[src/rtl/card_shoe.sv]
// card_shoe: multi-deck card source; presents ranks 1..13 drawn pseudo-randomly without replacement.
// Latency: draw -> next ready in 2..14 slow_clock cycles (1 PICK + 1..13 SCAN).
// Backpressure: card held on new_card while ready until draw; draws with ready=0 are dropped and flagged on draw_miss.
// Option: define CARD_SHOE_AUTO_RESHUFFLE_EN to refill the shoe on empty instead of halting.
module card_shoe #(
    parameter int         DECKS     = 1,
    parameter logic [7:0] LFSR_SEED = 8'hA5
) (
    input  logic       slow_clock,
    input  logic       resetb,
    input  logic       draw,
    output logic [3:0] new_card,
    output logic       ready,
    output logic       shoe_empty,
    output logic [9:0] cards_left,
    output logic       draw_miss,
    output logic       reshuffled
);

    localparam logic [1:0] PICK  = 2'd0;
    localparam logic [1:0] SCAN  = 2'd1;
    localparam logic [1:0] READY = 2'd2;
    localparam logic [1:0] EMPTY = 2'd3;

    localparam logic [5:0] RANK_FULL = 6'(4 * DECKS);
    localparam logic [9:0] SHOE_FULL = 10'(52 * DECKS);

    logic [1:0] state;
    logic [7:0] lfsr;
    logic [3:0] cand;
    logic [3:0] cand_pick;
    logic [5:0] count [13:1];

    assign cand_pick  = 4'(lfsr % 8'd13) + 4'd1;
    assign shoe_empty = (state == EMPTY);

`ifdef CARD_SHOE_AUTO_RESHUFFLE_EN
    assign reshuffled = (state == EMPTY);
`else
    assign reshuffled = 1'b0;
`endif

    always_ff @(posedge slow_clock or posedge resetb) begin
        if (resetb) begin
            state      <= PICK;
            lfsr       <= LFSR_SEED;
            cand       <= 4'd1;
            new_card   <= 4'd0;
            ready      <= 1'b0;
            cards_left <= SHOE_FULL;
            draw_miss  <= 1'b0;
            for (int r = 1; r <= 13; r++) begin
                count[r] <= RANK_FULL;
            end
        end else begin
            // x^8+x^6+x^5+x^4+1, free-running in every state
            lfsr      <= {lfsr[6:0], lfsr[7] ^ lfsr[5] ^ lfsr[4] ^ lfsr[3]};
            draw_miss <= draw && !ready;
            case (state)
                PICK: begin
                    if (cards_left == 10'd0) begin
                        new_card <= 4'd0;
                        state    <= EMPTY;
                    end else begin
                        cand  <= cand_pick;
                        state <= SCAN;
                    end
                end
                SCAN: begin
                    if (count[cand] != 6'd0) begin
                        new_card <= cand;
                        ready    <= 1'b1;
                        state    <= READY;
                    end else begin
                        cand <= (cand == 4'd13) ? 4'd1 : cand + 4'd1;
                    end
                end
                READY: begin
                    // new_card only ever names a rank with a non-zero count
                    if (draw) begin
                        count[new_card] <= count[new_card] - 6'd1;
                        cards_left      <= cards_left - 10'd1;
                        ready           <= 1'b0;
                        state           <= PICK;
                    end
                end
                EMPTY: begin
`ifdef CARD_SHOE_AUTO_RESHUFFLE_EN
                    for (int r = 1; r <= 13; r++) begin
                        count[r] <= RANK_FULL;
                    end
                    cards_left <= SHOE_FULL;
                    state      <= PICK;
`endif
                end
                default: state <= PICK;
            endcase
        end
    end

endmodule

[config.mk]
export PLATFORM = sky130hd
export DESIGN_NAME = card_shoe
export DESIGN_NICKNAME = d
export VERILOG_FILES = /design/src/rtl/card_shoe.sv
export SDC_FILE = /design/constraint.sdc
export NUM_CORES = 1
export LEC_CHECK = 0
export CORE_MARGIN = 5
export CORE_UTILIZATION = 58
export CTS_BUF_LIST = sky130_fd_sc_hd__clkbuf_4 sky130_fd_sc_hd__clkbuf_8
export CTS_CLUSTER_SIZE = 8
export DETAILED_ROUTE_END_ITERATION = 8
export GPL_TIMING_DRIVEN = 0
export HOLD_SLACK_MARGIN = 0.05
export PLACE_DENSITY = 0.87
export SLEW_MARGIN = 10
export SYNTH_ARGS = -nofsm -noshare
export SYNTH_HDL_FRONTEND = slang
export SYNTH_SLANG_ARGS = --single-unit
[constraint.sdc]
create_clock -name slow_clock -period 3.8 [get_ports slow_clock]
set_input_delay 0.76 -clock slow_clock [delete_from_list [all_inputs] [get_ports slow_clock]]
set_output_delay 0.76 -clock slow_clock [all_outputs]
set_load 0.005 [all_outputs]
==> impl.org <==
** Clock tree
- The number of hold buffers added after CTS was 0.
- The clock passes through at most 2 buffers.
- The tree is rooted in a sky130_fd_sc_hd__clkbuf_8.
- Clock sink count :: between 100 and 150
- The number of clock buffers added by TritonCTS is 9.
- Clock insertion delay at the later pin of the skew report :: a little under 0.4 ns
- After clock tree synthesis, the clock-pin slew on the worst setup and hold paths is 0.10 ns.
- TritonCTS built the clock tree.
- The clock tree synthesis step divided the H-tree into 3 levels.

** Global route
- After global routing the overflow that remains totals 0.
- Total track usage :: about a quarter
- Via count of the first global-routing pass :: around 5k
- Entering global routing, the biggest net connects 64 pins.
- The first global-routing pass estimated approximately 26000 um of wire.
- The number of antenna violations at the first check in global routing was 0.

** Die
- The initial utilization of the core area, before any placement, comes to around three fifths.
- Placeable Area :: approximately 0.011 mm2
- Die area :: between 0.01 and 0.015 mm2
- From left edge to right edge, the die measures 114.7 um.
- Number of cell rows :: 38
- Total I/O pin count :: 21
- Vertical extent of the die :: 114.7 um

** Critical path
- Among all stages on the critical path, the largest delay is contributed by sky130_fd_sc_hd__dfstp_2.
- STA classifies the critical path endpoint as a register.
- For the worst setup path, the data arrival time is roughly 4.2 ns.
- The critical path goes through buf_6 > buf_4 > buf_4 > mux2i_1 > o221a_1 > or2_1 > o211ai_1 > and2_4 > ha_4 > nand2b_4 > or4b_1 > a32oi_2 > o32ai_2 > xnor2_1 > a221oi_2 > o21ai_1.
- The largest single stage delay on the critical path is just under 0.6 ns.
- Counting cells, the worst reg-to-reg path comes to 16.
- The worst setup path is launched from a register.
- Data required, critical path :: ~4.1 ns
- The most numerous cell type found on the critical path is sky130_fd_sc_hd__buf_4.
- Critical path peak fanout :: 10
- The worst setup path is of the register to register kind.

** Status
- The checks that failed: setup timing.
- The flow ran to the end, but the final reports show violations.

** Route
- The detail route stage leaves a number of antenna-violating nets equal to 0.
- Drt via density :: 6.593
- The final layout contains routed wiring with a total length of 16220 um.
- Across all layers, the routed design uses 5222 vias.
- After the first detailed-routing iteration, the DRC count stood at 451.
- Final routed wire length divided by cell count :: between 20 and 25 um
- After detailed routing, the number of remaining DRC violations is 0.
- The first TritonRoute pass finished after 5 iterations.

** Place
- Routability-driven placement finished with a final weighted congestion of approximately 0.95.
- Once placement completed, the tool counted placed cells totaling 764.
- Input and output buffers added on the ports amount to 19.
- Sum of net half-perimeters after detailed placement :: approximately 11000 um

** Finish
- The area growth from synthesis to layout is 13.10%.
- Cells fill 66.57% of the core in the end.
- Cells with a size suffix above 1 make up 28.99% of the layout.
- Post-route insts no fill :: a little under 800
- For this run, the post-layout net count is roughly 660.
- Number of inserted diodes :: 0

** Synthesis
- In this run, distinct cell masters in the synthesized netlist total 73.
- Most used flip-flop cell after synthesis :: sky130_fd_sc_hd__dfrtp_1
- Of all flip-flops after synthesis, the portion carrying an async set or reset was 100.0%.
- Post-Syn Area :: roughly 0.0064 mm2
- The biggest area contributor in the post-synthesis netlist is sky130_fd_sc_hd__dfrtp_1.
- Synthesis produced a netlist with a net count of just over 600.
- The synthesized design devotes to its leading area cell type 34.27% of total area.
- For this run, the register share of the synthesized area comes to between 40% and 50%.
- Total of flip-flops plus latches after synthesis :: ~110
- Mean area per synthesized cell :: around 11 um2
- Synthesis produced a netlist whose cell count is 604.
- In the post-synthesis netlist, the biggest area contributors are sky130_fd_sc_hd__dfrtp_1 34%, sky130_fd_sc_hd__mux2_2 13%, sky130_fd_sc_hd__dfstp_2 8.7%.
- During synthesis, Yosys emitted a total of 0 warnings.
- Number of enable flip-flop cells after synthesis :: 0

** STA
- Unrepaired setup endpoints after global routing :: true
- Final worst path period need :: slightly below 4 ns
- Final total negative setup slack :: -0.1560 ns
- Worst clock skew on the final layout :: 0.01082 ns
- Across all setup checks in the final design, the least slack found is -0.08165 ns.
- Derived from the worst setup path, the maximum achievable clock frequency is about 260 MHz.
- Max-slew violation total from the final report :: 0
- Final setup violating endpoints :: 2
- Dividing the final minimum period by the clock period gives 102.1%.
- For the pin with the worst max-slew slack, the measured transition is ~1.3 ns.
- Measured against its own limit, the worst slew margin works out to 11.07%.
- Final hold analysis gives a worst-case slack of around 0.41 ns.
- The final-report hold violation count came to 0.

** Min path
- Hold Crit Class :: register to register
- Along the worst hold path, the cell count comes to 0.

** Pwr
- Reported leakage power :: 3.142 nW
- IR Drop Worst-Case VDD :: approximately 0.25 mV
- The design draws between 1.5 and 2 mW.
- Power density over cell area :: approximately 260 mW/mm2

** Flow run
- Maxcap violations :: 0
-- placed cells by master, fill, tap and decap left out, types with 7 or more instances in the layout --
cell type and count:
sky130_fd_sc_hd__dfstp_2 21, sky130_fd_sc_hd__clkdlybuf4s50_1 19, sky130_fd_sc_hd__mux2i_1 10, sky130_fd_sc_hd__or4_1 11, sky130_fd_sc_hd__clkbuf_1 19, sky130_fd_sc_hd__mux2_2 71, sky130_fd_sc_hd__a21oi_1 28, sky130_fd_sc_hd__buf_4 17
sky130_fd_sc_hd__a311oi_1 7, sky130_fd_sc_hd__dfrtp_1 86, sky130_fd_sc_hd__nand3_1 14, sky130_fd_sc_hd__nand2_1 30, sky130_fd_sc_hd__nor2_1 46, sky130_fd_sc_hd__clkbuf_2 8, sky130_fd_sc_hd__xor2_1 8, sky130_fd_sc_hd__xnor2_1 10
sky130_fd_sc_hd__nor3_1 15, sky130_fd_sc_hd__o21ai_0 20, sky130_fd_sc_hd__nor4_1 18, sky130_fd_sc_hd__a221oi_1 7, sky130_fd_sc_hd__clkbuf_8 9, sky130_fd_sc_hd__o31ai_1 8, sky130_fd_sc_hd__mux4_2 12, sky130_fd_sc_hd__inv_1 20
-- cell type report --
cell class              instances  area, um2
fillers                       795       3608
multi-input cells             430       3438
flip-flops and latches        108       2730
repair buffers                 32      315.3
plain buffers                  44      240.2
well taps                     140      175.2
clock buffers                  10      131.4
inverters                      22      88.84
clock inverters                 6      65.06
-- cell families (layout without fill, tap and decap cells) --
family	count (synthesis)	count (layout)	share of synthesized area [%]
adder cells (fa/ha/maj)	9	9	1.773
other	1	1	0.05903
AO/OA/AOI/OAI	129	129	14.52
multiplexers	93	93	18.42
buffers and inverters	66	114	4.707
XOR/XNOR	20	20	2.758
flip-flops	108	108	42.96
AND/OR/NAND/NOR	178	178	14.81
-- cell usage after synthesis, drive strengths merged (14+ instances only) --
cell / instances
buf: 17
a21oi: 29
mux2: 71
clkbuf: 27
nor2: 46
dfrtp: 87
nor4: 18
nand2: 30
inv: 21
nor3: 15
o21ai: 26
dfstp: 21
nand3: 14
-- worst max-delay path: cells and delay by family (launching register included) --
kind,cells,cell delay [ns]
AO/OA/AOI/OAI,6,1.23
AND/OR/NAND/NOR,4,1.10
adder cells (fa/ha/maj),1,0.21
multiplexers,1,0.08
buffers and inverters,3,0.40
flip-flops,1,0.58
XOR/XNOR,1,0.16
-- per-stage QoR --
| stage | cell area [um2] | setup slack, ns |
|---|---|---|
| after floorplan | 6355 | 0.02906 |
| after global placement | 6720 | -1.131 |
| after detailed placement | 6750 | -0.3537 |
| after CTS | 7061 | -0.06071 |
| after global routing | 7184 | -0.2943 |
| final | 7184 | -0.08165 |
-- timing repair --
action | in CTS | in global routing
resized for setup | 14 | 29
pin swaps | 10 | 15
setup buffers | 6 | 6
setup endpoints to repair | 11 | 43
-- worst paths after layout --
path / start / endpoint / slack, ns
min in group asynchronous: resetb / count[75] / 0.78
max in group asynchronous: resetb / count[20] / 2.28
max reg2reg: lfsr[5] / cand[3] / -0.08
min reg2reg: lfsr[1] / lfsr[2] / 0.41
max: lfsr[5] / cand[3] / -0.08
min: lfsr[1] / lfsr[2] / 0.41
-- per-layer routing --
| metal | part of all wire (%) | track usage (%) |
|---|---|---|
| met3 | 7.8 | 6.184 |
| met2 | 48 | 40.90 |
| met5 | 0 | 0 |
| met1 | 41 | 33.28 |
| met4 | 3.4 | 10.53 |
-- power breakdown --
group	switching, mW	internal (mW)
Sequential	0	1.15
Combinational	0.0237	0.00569
Clock	0.402	0.312
Total	0.425	1.47
-- flip-flops by register name, summed over array words and instances, names as in the netlist --
name,count
ready,1
lfsr,8
cand,4
draw_miss,1
count,78
cards_left,10
state,2
new_card,4
Power figures use the tool's default switching activity.
